[config.mk]
export PLATFORM = sky130hd
export DESIGN_NAME = unidade_pc
export DESIGN_NICKNAME = d
export VERILOG_FILES = /design/src/rtl/unidade_pc_pkg.sv /design/src/rtl/unidade_pc_detector_borda.sv /design/src/rtl/unidade_pc.sv
export SDC_FILE = /design/constraint.sdc
export NUM_CORES = 1
export LEC_CHECK = 0
export CORE_MARGIN = 2
export CORE_UTILIZATION = 34
export DETAILED_ROUTE_END_ITERATION = 10
export GPL_ROUTABILITY_DRIVEN = 0
export HOLD_SLACK_MARGIN = 0.12
export PLACE_DENSITY = 0.89
export SYNTH_ARGS = -nofsm -noshare
export SYNTH_HDL_FRONTEND = slang
export SYNTH_SLANG_ARGS = --single-unit
[constraint.sdc]
create_clock -name clock -period 2.2 [get_ports clock]
set_input_delay 0.55 -clock clock [delete_from_list [all_inputs] [get_ports clock]]
set_output_delay 0.55 -clock clock [all_outputs]
set_load 0.1 [all_outputs]
[src/rtl/unidade_pc_pkg.sv]
// Shared definitions for the program-counter stage: state encoding, default
// PC width and reset PC.
package pc_defs;

  localparam int unsigned PC_W_DEF = 10;
  localparam int unsigned PC_RESET = 0;

  typedef enum logic [1:0] {
    RUN     = 2'b00,
    WAIT_IO = 2'b01,
    HALTED  = 2'b10
  } estado_t;

endpackage

[src/rtl/unidade_pc_detector_borda.sv]
// Confirm-button rising-edge detector. Emits a one-cycle pulse per press; a
// held button never repeats. Optional macro BOTAO_SYNC_EN inserts a 2-flop
// synchronizer in front of the edge detector.
module detector_borda (
  input  logic i_clock,
  input  logic i_reset_n,
  input  logic i_botao,
  output logic o_pulso
);

  logic w_botao;
  logic r_anterior;

`ifdef BOTAO_SYNC_EN
  logic [1:0] r_sync;

  // Two-stage synchronizer for the asynchronous button.
  always_ff @(posedge i_clock or negedge i_reset_n) begin
    if (!i_reset_n) begin
      r_sync <= 2'b00;
    end else begin
      r_sync <= {r_sync[0], i_botao};
    end
  end

  assign w_botao = r_sync[1];
`else
  assign w_botao = i_botao;
`endif

  // History bit for edge detection.
  always_ff @(posedge i_clock or negedge i_reset_n) begin
    if (!i_reset_n) begin
      r_anterior <= 1'b0;
    end else begin
      r_anterior <= w_botao;
    end
  end

  assign o_pulso = w_botao & ~r_anterior;

endmodule

[src/rtl/unidade_pc.sv]
// Program counter and next-PC selection. Freezes during IN/OUT until the
// confirm button is pressed, stops permanently on HALT until reset.
// Optional macro BOTAO_SYNC_EN: synchronize the confirm button (adds 2 cycles).
module unidade_pc
  import pc_defs::*;
#(
  parameter int unsigned PC_W = PC_W_DEF
) (
  input  logic            clock,
  input  logic            reset_n,
  input  logic            jump,
  input  logic            jumpreg,
  input  logic            branch,
  input  logic            alu_zero,
  input  logic            halt,
  input  logic            congela_in,
  input  logic            congela_out,
  input  logic            botao_confirma,
  input  logic [25:0]     alvo_jump,
  input  logic [15:0]     alvo_branch,
  input  logic [31:0]     valor_reg,
  output logic [PC_W-1:0] pc,
  output logic [PC_W-1:0] pc_mais1,
  output logic            commit,
  output logic            aguardando,
  output logic            parado
);

  estado_t         r_estado;
  logic [PC_W-1:0] r_pc;
  logic            r_aguardando;
  logic            r_parado;
  logic [PC_W-1:0] w_pc_mais1;
  logic [PC_W-1:0] w_pc_prox;
  logic            w_borda;
  logic            w_congela;
  logic            w_unused;

  detector_borda u_detector_borda (
    .i_clock   (clock),
    .i_reset_n (reset_n),
    .i_botao   (botao_confirma),
    .o_pulso   (w_borda)
  );

  assign w_congela  = congela_in | congela_out;
  assign w_pc_mais1 = r_pc + PC_W'(1);

  // Upper target bits are dropped on purpose; fold them here so they count as used.
  assign w_unused = ^{alvo_jump, alvo_branch, valor_reg};

  // Next PC while running normally; targets truncate to the low PC_W bits.
  always_comb begin
    w_pc_prox = w_pc_mais1;
    if (jumpreg) begin
      w_pc_prox = valor_reg[PC_W-1:0];
    end else if (jump) begin
      w_pc_prox = alvo_jump[PC_W-1:0];
    end else if (branch && alu_zero) begin
      w_pc_prox = alvo_branch[PC_W-1:0];
    end
  end

  // State machine with registered status outputs and the PC register.
  always_ff @(posedge clock or negedge reset_n) begin
    if (!reset_n) begin
      r_estado     <= RUN;
      r_pc         <= PC_W'(PC_RESET);
      r_aguardando <= 1'b0;
      r_parado     <= 1'b0;
    end else begin
      unique case (r_estado)
        RUN: begin
          if (halt) begin
            r_estado <= HALTED;
            r_parado <= 1'b1;
          end else if (w_congela) begin
            // A confirm edge in this cycle is deliberately ignored.
            r_estado     <= WAIT_IO;
            r_aguardando <= 1'b1;
          end else begin
            r_pc <= w_pc_prox;
          end
        end
        WAIT_IO: begin
          if (w_borda) begin
            r_pc         <= w_pc_mais1;
            r_estado     <= RUN;
            r_aguardando <= 1'b0;
          end
        end
        HALTED: begin
          r_parado <= 1'b1;
        end
        default: begin
          r_estado     <= RUN;
          r_aguardando <= 1'b0;
          r_parado     <= 1'b0;
        end
      endcase
    end
  end

  assign commit = ((r_estado == RUN) && !halt && !w_congela) ||
                  ((r_estado == WAIT_IO) && w_borda);

  assign pc         = r_pc;
  assign pc_mais1   = w_pc_mais1;
  assign aguardando = r_aguardando;
  assign parado     = r_parado;

endmodule

==> flow_metrics.tcl, run 1 <==
set metrics [dict create \
    skew_ns 0.00371 \
    crit_fanout 5 \
    setup_viol 1 \
    hold_buffers 0 \
    cp_top_family "flip-flops" \
    cp-start-kind "flip-flop" \
    antenna_found_initial 0 \
    violations "setup timing" \
    rsz0062_at_grt "yes" \
    place_area_um2 2330 \
    path_depth 4 \
    fin_crit_sh 1.00 \
    vias 1546 \
    cp.arrival_ns 1.65 \
    outcome "complete, but fails checks" \
    row_count 21 \
    power.internal_mw 1.60 \
    cap_violations 0 \
    grt_use_met1 0.263 \
    drive_gt1_frac 0.382 \
    worst_pin_slew_ns 0.425 \
    hold_depth 1 \
    synth_top_family_by_area "simple AND/OR/NAND/NOR gates" \
    routedWlPerCell_um 15.1 \
    p_clk_frac 0.044 \
    yosys.area_share.simple 0.281 \
    grt.overflow.total 0 \
    cts_root_buffer "clkbuf_4" \
    cp-end-kind "output port" \
    die_area_um2 4150 \
    io_buffers 62 \
    final_cell_mix "buf_4, clkdlybuf4s50_1, a21oi_1" \
    grt_pass1_wl_um 7010 \
    cts_tree "built" \
    final_cells 287 \
    io_pins 107 \
    num-fill-cells 242 \
    clkSinkCount 15 \
    die_x_um 64.5 \
    path_cells "and3_4, nand4_1, xnor2_4, buf_12" \
    clkTransAtPathRegs_ns 0.10 \
    crit_type "flip-flop to output port" \
    syn_nets 237 \
    hpwlAfterDp_um 3330 \
    dp_cells 270 \
    antennaDiodeCount 0 \
    setup_tns_ns -0.00447 \
    max_slew_margin 0.709 \
    min_period_ns 2.20 \
    drt-initial-drc-count 59 \
    reg2regPathDepth 7 \
    synth-compound-area-share 0.261 \
    p_sw_frac 0.583 \
    leakagePower_nw 1.08 \
    synth_cells 152 \
    cp_slowest_cell "dfrtp_4" \
    powerDensity_nw_per_um2 1550 \
    clockBufferDepth 2 \
    p_seq_frac 0.143 \
    yosys_warnings 0 \
    slew_viol_final 0 \
    synth-edff-count 0 \
    drtAntennaViolNets 0 \
    use_met2 0.392 \
    ys_seq_elements 15 \
    async_flop_share 1.00 \
    cts_max_level 1 \
    drt_wl_total_um 4350 \
    grt_util_met3 0.0278 \
    postSynthAreaPerCell_um2 8.17 \
    avgViaCountPerCell 5.39 \
    firstDrtPassIters 4 \
    grt_usage 0.215 \
    ys_seq_area_frac 0.302 \
    syn_to_final_growth_pct 99.5 \
    final_common_cell "buf_4" \
    post-route-cell-area_um2 2480 \
    slowest_delay_ns 0.48 \
    finalHoldViolations 0 \
    synth.area.mux_share 0.0252 \
    hold_path.class "flip-flop to flip-flop" \
    setup_ws_ns -0.00447 \
    grt.busiest_layer "met2" \
    critical_path_required_ns 1.65 \
    cts_made_buffers 3 \
    power.switching_mw 2.24 \
    clkLatencyLatePin_ns 0.29 \
    synth_ff_type "dfrtp_1" \
    synth.cell_area_um2 1240 \
    chipHeight_um 64.5 \
    synth_xor_area_frac 0.0634 \
    grt_pass1_vias 1566 \
    fin_nets 327 \
    critical_path_buf_inv_count 1 \
    grt_max_degree 16 \
    core_um2 3420 \
    drc_errors 0 \
    synth_fa_ha_area_frac 0.0101 \
    ir_drop_mv 1.85 \
    synthDistinctLibCells 46 \
    preCtsSetupSlack_ns -0.0590 \
    floorplan.initialDensity 0.364 \
    fmax_mhz 454 \
    combPwrFrac 0.813 \
]
-- power by group through the flow --
stage                     Clock [mW]  Combinational [mW]  Sequential (mW)
final                          0.170                3.12            0.550
after global routing           0.181                3.22            0.568
after CTS                      0.172                3.08            0.555
after detailed placement           0                2.94            0.598
after global placement             0                2.91            0.593
after floorplan                    0                1.35             1.27
-- cell families after synthesis --
family                     Yosys count
DFF                                 15
AOI/OAI and AO/OA                   51
muxes                                3
adders and majority gates            1
xor gates and xnor gates             9
and+or+nand+nor                     60
buffers and inverters               13
-- synth_stat cells (3+ instances only) --
cell type / instances / area (µm²)
o22ai_1: 3 / 18.8
dfrtp_1: 15 / 375
nor2_1: 12 / 45.0
nor3_1: 5 / 25.0
inv_1: 4 / 15.0
nor2b_1: 3 / 18.8
a211oi_1: 3 / 22.5
a21oi_1: 22 / 110
o21ai_1: 6 / 30.0
xnor2_1: 8 / 70.1
o21ai_0: 4 / 20.0
nand3_1: 6 / 30.0
clkbuf_1: 3 / 11.3
nand2b_1: 5 / 31.3
a221o_1: 3 / 30.0
nand2_1: 12 / 45.0
-- layer usage --
metal / part of all wire / wire length (µm)
met5: 0 / 0
met4: 0.0080 / 35
met3: 0.063 / 274
met2: 0.55 / 2390
met1: 0.38 / 1650
-- worst paths after layout --
| check | start | slack [ns] | to |
|---|---|---|---|
| max | pc[1] | -0.004 | pc_mais1[9] |
| min | r_estado[1] | 0.54 | r_estado[0] |
| max reg2reg | pc[1] | 0.38 | pc[2] |
| min reg2reg | r_estado[1] | 0.54 | r_estado[0] |
| max in group asynchronous | reset_n | 1.43 | pc[3] |
| min in group asynchronous | reset_n | 0.56 | pc[4] |
-- final cells by class --
| cell class | count | area [µm²] | area share |
|---|---|---|---|
| Timing Repair Buffer | 93 | 987 | 0.398 |
| Inverter | 5 | 23.8 | 0.00959 |
| Tap cell | 46 | 57.6 | 0.0232 |
| Sequential cell | 15 | 404 | 0.163 |
| Multi-Input combinational cell | 124 | 980 | 0.395 |
| Clock buffer | 4 | 26.3 | 0.0106 |
-- timing repair --
action                     CTS  global route
pin swaps                    5             7
cloned                       0             0
setup endpoints to repair    5             4
setup buffers                9             4
resized for setup            3             5
-- state kept, by name, indices dropped and copies added (netlist names) --
register / count
pc: 10
r_estado: 2
aguardando: 1
parado: 1
u_detector_borda.r_anterior: 1
-- per-stage QoR --
step	utilization	total power, mW	hold slack [ns]
after floorplan	-	2.63	0.254
after global placement	0.684	3.51	0.517
after detailed placement	0.684	3.54	0.521
after CTS	0.712	3.80	0.543
after global routing	0.726	3.97	0.572
final	0.726	3.84	0.543
(Power assumes the default switching activity.)
==> inputs of run 2 (changes only) <==
--- a/config.mk
+++ b/config.mk
@@ -5,12 +5,14 @@
 export SDC_FILE = /design/constraint.sdc
 export NUM_CORES = 1
 export LEC_CHECK = 0
+export CELL_PAD_IN_SITES_DETAIL_PLACEMENT = 1
+export CELL_PAD_IN_SITES_GLOBAL_PLACEMENT = 2
 export CORE_MARGIN = 2
-export CORE_UTILIZATION = 34
+export CORE_UTILIZATION = 17
 export DETAILED_ROUTE_END_ITERATION = 10
 export GPL_ROUTABILITY_DRIVEN = 0
 export HOLD_SLACK_MARGIN = 0.12
-export PLACE_DENSITY = 0.89
+export PLACE_DENSITY = 0.91
 export SYNTH_ARGS = -nofsm -noshare
 export SYNTH_HDL_FRONTEND = slang
 export SYNTH_SLANG_ARGS = --single-unit
==> flow_metrics.tcl, run 2 (same netlist as run 1, synthesis figures left out) <==
set metrics [dict create \
    fin_crit_sh 0.980 \
    grt.overflow.total 0 \
    holdCritStartpoint "parado" \
    preCtsSetupSlack_ns -0.102 \
    powerDensity_nw_per_um2 1540 \
    ir_drop_mv 0.511 \
    rrSetupSlack_ns 0.42 \
    combPwrFrac 0.800 \
    critical_path_required_ns 1.65 \
    cts_made_buffers 3 \
    r2r_start "pc[1]" \
    antennaDiodeCount 0 \
    p_clk_frac 0.059 \
    power.internal_mw 1.67 \
    clkTransAtPathRegs_ns 0.06 \
    drt-initial-drc-count 60 \
    setup_viol 0 \
    syn_to_final_growth_pct 105 \
    firstDrtPassIters 4 \
    outcome "completed" \
    skew_ns 0.00364 \
    cp_top_family "simple AND/OR/NAND/NOR gates" \
    antenna_found_initial 0 \
    routedWlPerCell_um 14.5 \
    slew_viol_final 0 \
    fin_nets 325 \
    die_area_um2 8010 \
    cts_tree "built" \
    cts_max_level 1 \
    core_um2 7180 \
    timing.rr.end "pc[2]" \
    vias 1465 \
    max_slew_margin 0.744 \
    cap_violations 0 \
    fmax_mhz 464 \
    cp_slowest_cell "dfrtp_4" \
    rsz0062_at_grt "yes" \
    cts_root_buffer "clkbuf_8" \
    io_pins 107 \
    power.switching_mw 2.25 \
    hold_path.class "flip-flop to flip-flop" \
    critical_path_buf_inv_count 1 \
    grt_pass1_vias 1528 \
    drc_errors 0 \
    leakagePower_nw 1.07 \
    grt_pass1_wl_um 7690 \
    crit_type "flip-flop to output port" \
    avgViaCountPerCell 4.33 \
    slowest_delay_ns 0.42 \
    chipHeight_um 89.5 \
    cp-start-kind "flip-flop" \
    p_sw_frac 0.574 \
    final_common_cell "buf_4" \
    finalHoldViolations 0 \
    clockBufferDepth 2 \
    num-fill-cells 817 \
    setup_ws_ns 0.0442 \
    drtAntennaViolNets 0 \
    path_cells "and4_4, nand4_1, xnor2_4, buf_12" \
    grt_max_degree 16 \
    hold_end "parado" \
    floorplan.initialDensity 0.173 \
    io_buffers 62 \
    cp-end-kind "output port" \
    die_x_um 89.5 \
    hold_depth 2 \
    grt_usage 0.127 \
    drt_wl_total_um 4890 \
    clkSinkCount 15 \
    min_period_ns 2.16 \
    cp.arrival_ns 1.61 \
    reg2regPathDepth 7 \
    hpwlAfterDp_um 4130 \
    drive_gt1_frac 0.381 \
    p_seq_frac 0.141 \
    crit_fanout 4 \
    largest_reg_flops 10 \
    clkLatencyLatePin_ns 0.26 \
    row_count 31 \
    final_util 0.355 \
    final_cell_mix "buf_4, clkdlybuf4s50_1, a21oi_1" \
    worst_pin_slew_ns 0.374 \
]
[run 2: cell count changes in the layout (fill, tap and decap cells not counted), sizes merged]
| cell | delta |
|---|---|
| buf | -2 |
| dlygate4sd2 | +2 |
| clkinv | +1 |
| clkbuf | -1 |
| dlymetal6s2s | -2 |
[run 2: area by class of cell]
cell class	count	area, µm²	share of cell area
clock inverters	1	5.00	0.00197
inverters	5	23.8	0.00934
multi-input cells	124	982	0.386
repair buffers	91	965	0.379
flip-flops and latches	15	404	0.159
well taps	99	124	0.0487
clock buffers	3	41.3	0.0162
[run 2: through the flow]
step / instances / total power [mW] / TNS [ns] / cell area [µm²] / hold slack, ns
finish: 338 / 3.92 / 0 / 2540 / 0.538
global route: 338 / 4.08 / -0.0400 / 2540 / 0.565
detailed placement: 324 / 3.58 / -0.123 / 2410 / 0.535
global placement: 324 / 3.55 / -0.0959 / 2410 / 0.522
floorplan: 152 / 2.63 / -0.776 / 1440 / 0.254
CTS: 333 / 3.89 / 0 / 2490 / 0.546
[run 2: what timing repair did]
action / in CTS / in global routing
gates resized for setup: 6 / 2
pin swaps: 8 / 4
hold buffers: 0 / 0
setup buffers: 5 / 5
endpoints found under the setup margin: 5 / 5
[run 2: worst max path at each step]
| stage | startpoint | end | slack [ns] | cells past startpoint |
|---|---|---|---|---|
| 6_report | pc[5] | pc_mais1[9] | 0.04 | 4 |
| 3_3_place_gp | congela_out | commit | -0.1 | 6 |
| 3_5_place_dp | congela_out | commit | -0.10 | 6 |
| 4_1_cts | pc[4] | pc_mais1[6] | 0.004 | 5 |
| 2_1_floorplan | pc[2] | pc_mais1[9] | -0.22 | 4 |
| 5_1_grt | pc[5] | pc_mais1[9] | -0.03 | 4 |
[run 2: worst register-to-register path, cell delays in order, from the launching register on]
cell      delay, ns
dfrtp_4        0.51
ha_4           0.19
buf_4          0.16
xor2_4         0.19
a21oi_1        0.14
nor3_1         0.07
a211oi_1       0.26
o311ai_1       0.13
[run 2: power groups by stage]
| stage | Sequential, mW | Clock (mW) | Combinational [mW] |
|---|---|---|---|
| 2_1_floorplan | 1.27 | 0 | 1.35 |
| 6_report | 0.552 | 0.231 | 3.14 |
| 5_1_grt | 0.568 | 0.252 | 3.26 |
| 3_5_place_dp | 0.620 | 0 | 2.96 |
| 4_1_cts | 0.588 | 0.237 | 3.06 |
| 3_3_place_gp | 0.612 | 0 | 2.94 |
[run 2: layer usage]
metal  share of wire  vias up  global-route usage  wire length (µm)
met2            0.50       39               0.215              2470
li1                -      727                   -                 -
met4           0.017        0              0.0543                83
met3           0.036        5              0.0157               176
met5               0        -                   0                 0
met1            0.44      694               0.163              2160
==> inputs of run 3 (changes only) <==
--- a/config.mk
+++ b/config.mk
@@ -7,12 +7,13 @@
 export LEC_CHECK = 0
 export CELL_PAD_IN_SITES_DETAIL_PLACEMENT = 1
 export CELL_PAD_IN_SITES_GLOBAL_PLACEMENT = 2
-export CORE_MARGIN = 2
 export CORE_UTILIZATION = 17
+export CTS_CLUSTER_DIAMETER = 40
 export DETAILED_ROUTE_END_ITERATION = 10
 export GPL_ROUTABILITY_DRIVEN = 0
 export HOLD_SLACK_MARGIN = 0.12
 export PLACE_DENSITY = 0.91
+export RECOVER_POWER = 25
 export SYNTH_ARGS = -nofsm -noshare
 export SYNTH_HDL_FRONTEND = slang
 export SYNTH_SLANG_ARGS = --single-unit
==> flow_metrics.tcl, run 3 (same netlist as run 1, synthesis figures left out) <==
set metrics [dict create \
    outcome "complete, but fails checks" \
    violations "setup timing" \
    cts_root_buffer "clkbuf_8" \
    reg2regPathDepth 6 \
    rrSetupSlack_ns 0.51 \
    finalHoldViolations 0 \
    preCtsSetupSlack_ns -0.0766 \
    floorplan.initialDensity 0.179 \
    power.internal_mw 1.62 \
    antennaDiodeCount 0 \
    firstDrtPassIters 4 \
    setup_viol 1 \
    hold_depth 1 \
    power.switching_mw 2.26 \
    p_sw_frac 0.584 \
    grt_pass1_wl_um 8330 \
    die_x_um 87.5 \
    avgViaCountPerCell 4.49 \
    final_util 0.358 \
    place_area_um2 2410 \
    rsz0062_at_grt "yes" \
    grt_pass1_vias 1644 \
    crit_path_start "congela_in" \
    grt_max_degree 16 \
    grt.overflow.total 0 \
    drive_gt1_frac 0.352 \
    vias 1463 \
    max_slew_margin 0.347 \
    row_count 30 \
    routedWlPerCell_um 16.1 \
    min_period_ns 2.21 \
    fmax_mhz 452 \
    clkLatencyLatePin_ns 0.26 \
    leakagePower_nw 1.03 \
    cts_max_level 1 \
    antenna_found_initial 0 \
    final_common_cell "clkdlybuf4s50_1" \
    crit_fanout 2 \
    worst_pin_slew_ns 0.979 \
    critical_path_required_ns 1.65 \
    largest_reg_flops 10 \
    cp-start-kind "input pin" \
    powerDensity_nw_per_um2 1560 \
    die_area_um2 7650 \
    clkSinkCount 15 \
    p_seq_frac 0.154 \
    hpwlAfterDp_um 4130 \
    slew_viol_final 0 \
    crit_path_end "commit" \
    drc_errors 0 \
    fin_nets 316 \
    crit_type "input pin to output port" \
    clockBufferDepth 2 \
    core_um2 6940 \
    io_buffers 62 \
    skew_ns 0.00593 \
    ir_drop_mv 0.366 \
    timing.rr.end "pc[4]" \
    io_pins 107 \
    drt-initial-drc-count 43 \
    p_clk_frac 0.063 \
    cts_tree "built" \
    cp-end-kind "output port" \
    hold_path.class "flip-flop to flip-flop" \
    post-route-cell-area_um2 2480 \
    chipHeight_um 87.5 \
    clkTransAtPathRegs_ns 0.07 \
    final_cell_mix "clkdlybuf4s50_1, buf_4, a21oi_1" \
    cp.arrival_ns 1.66 \
    combPwrFrac 0.783 \
    setup_ws_ns -0.0100 \
    fin_crit_sh 1.00 \
    r2r_start "r_estado[1]" \
    syn_to_final_growth_pct 100 \
    cts_made_buffers 3 \
    drtAntennaViolNets 0 \
    hold_buffers 0 \
    grt_usage 0.147 \
    drt_wl_total_um 5250 \
    cap_violations 0 \
]
-- run 3: cell types whose count changed in the layout (fill, tap and decap cells not counted), sizes merged --
| cell | previous run | this run |
|---|---|---|
| dlygate4sd3 | 0 | 1 |
| dlygate4sd2 | 3 | 1 |
| clkbuf | 3 | 4 |
| dlymetal6s2s | 0 | 1 |
| buf | 52 | 42 |
-- run 3: layer usage --
metal,GRT usage,part of all wire,up-vias
li1,-,-,709
met1,0.171,0.43,709
met2,0.267,0.53,40
met3,0.0313,0.037,5
met4,0.0417,0.010,0
met5,0,0,-
-- run 3: stage by stage --
step,TNS [ns],hold slack [ns],cells,power (mW)
after floorplan,-0.776,0.254,152,2.63
after global placement,-0.0781,0.534,320,3.58
after detailed placement,-0.0928,0.533,320,3.60
after CTS,-0.0166,0.541,326,3.89
after global routing,-0.141,0.576,326,4.02
final,-0.0100,0.538,326,3.88
-- run 3: repair_timing --
item | 4_1_cts | 5_1_grt
buffers inserted | 2 | 0
gates cloned | 0 | 0
setup endpoints to repair | 4 | 4
pin swaps | 2 | 3
gates resized for setup | 3 | 4
-- run 3: cell type report --
class                      count  area, µm²
tap                           96        120
sequential                    15        404
clock inverter                 1       5.00
clock buffer                   3       41.3
multi-input combinational    124        980
timing repair buffer          82        911
inverter                       5       23.8
fill                         801       4460
-- run 3: how the worst min path moves through the flow --
stage | startpoint | end | slack, ns
2_1_floorplan | reset_n | aguardando | 0.25
3_3_place_gp | r_estado[1] | r_estado[0] | 0.53
3_5_place_dp | r_estado[1] | r_estado[0] | 0.53
4_1_cts | r_estado[1] | r_estado[0] | 0.54
5_1_grt | parado | parado | 0.58
6_report | r_estado[1] | r_estado[0] | 0.54
-- run 3: critical path, stage by stage --
cell	delay, ns
clkdlybuf4s50_1	0.47
nor2_2	0.05
and3b_2	0.25
nor2_8	0.11
clkinv_4	0.06
buf_12	0.16
-- run 3: power groups by stage --
| stage | registers [mW] | clock network [mW] | logic (mW) |
|---|---|---|---|
| finish | 0.597 | 0.246 | 3.04 |
| global route | 0.616 | 0.269 | 3.14 |
| CTS | 0.591 | 0.252 | 3.05 |
| detailed placement | 0.615 | 0 | 2.99 |
| global placement | 0.611 | 0 | 2.96 |
| floorplan | 1.27 | 0 | 1.35 |
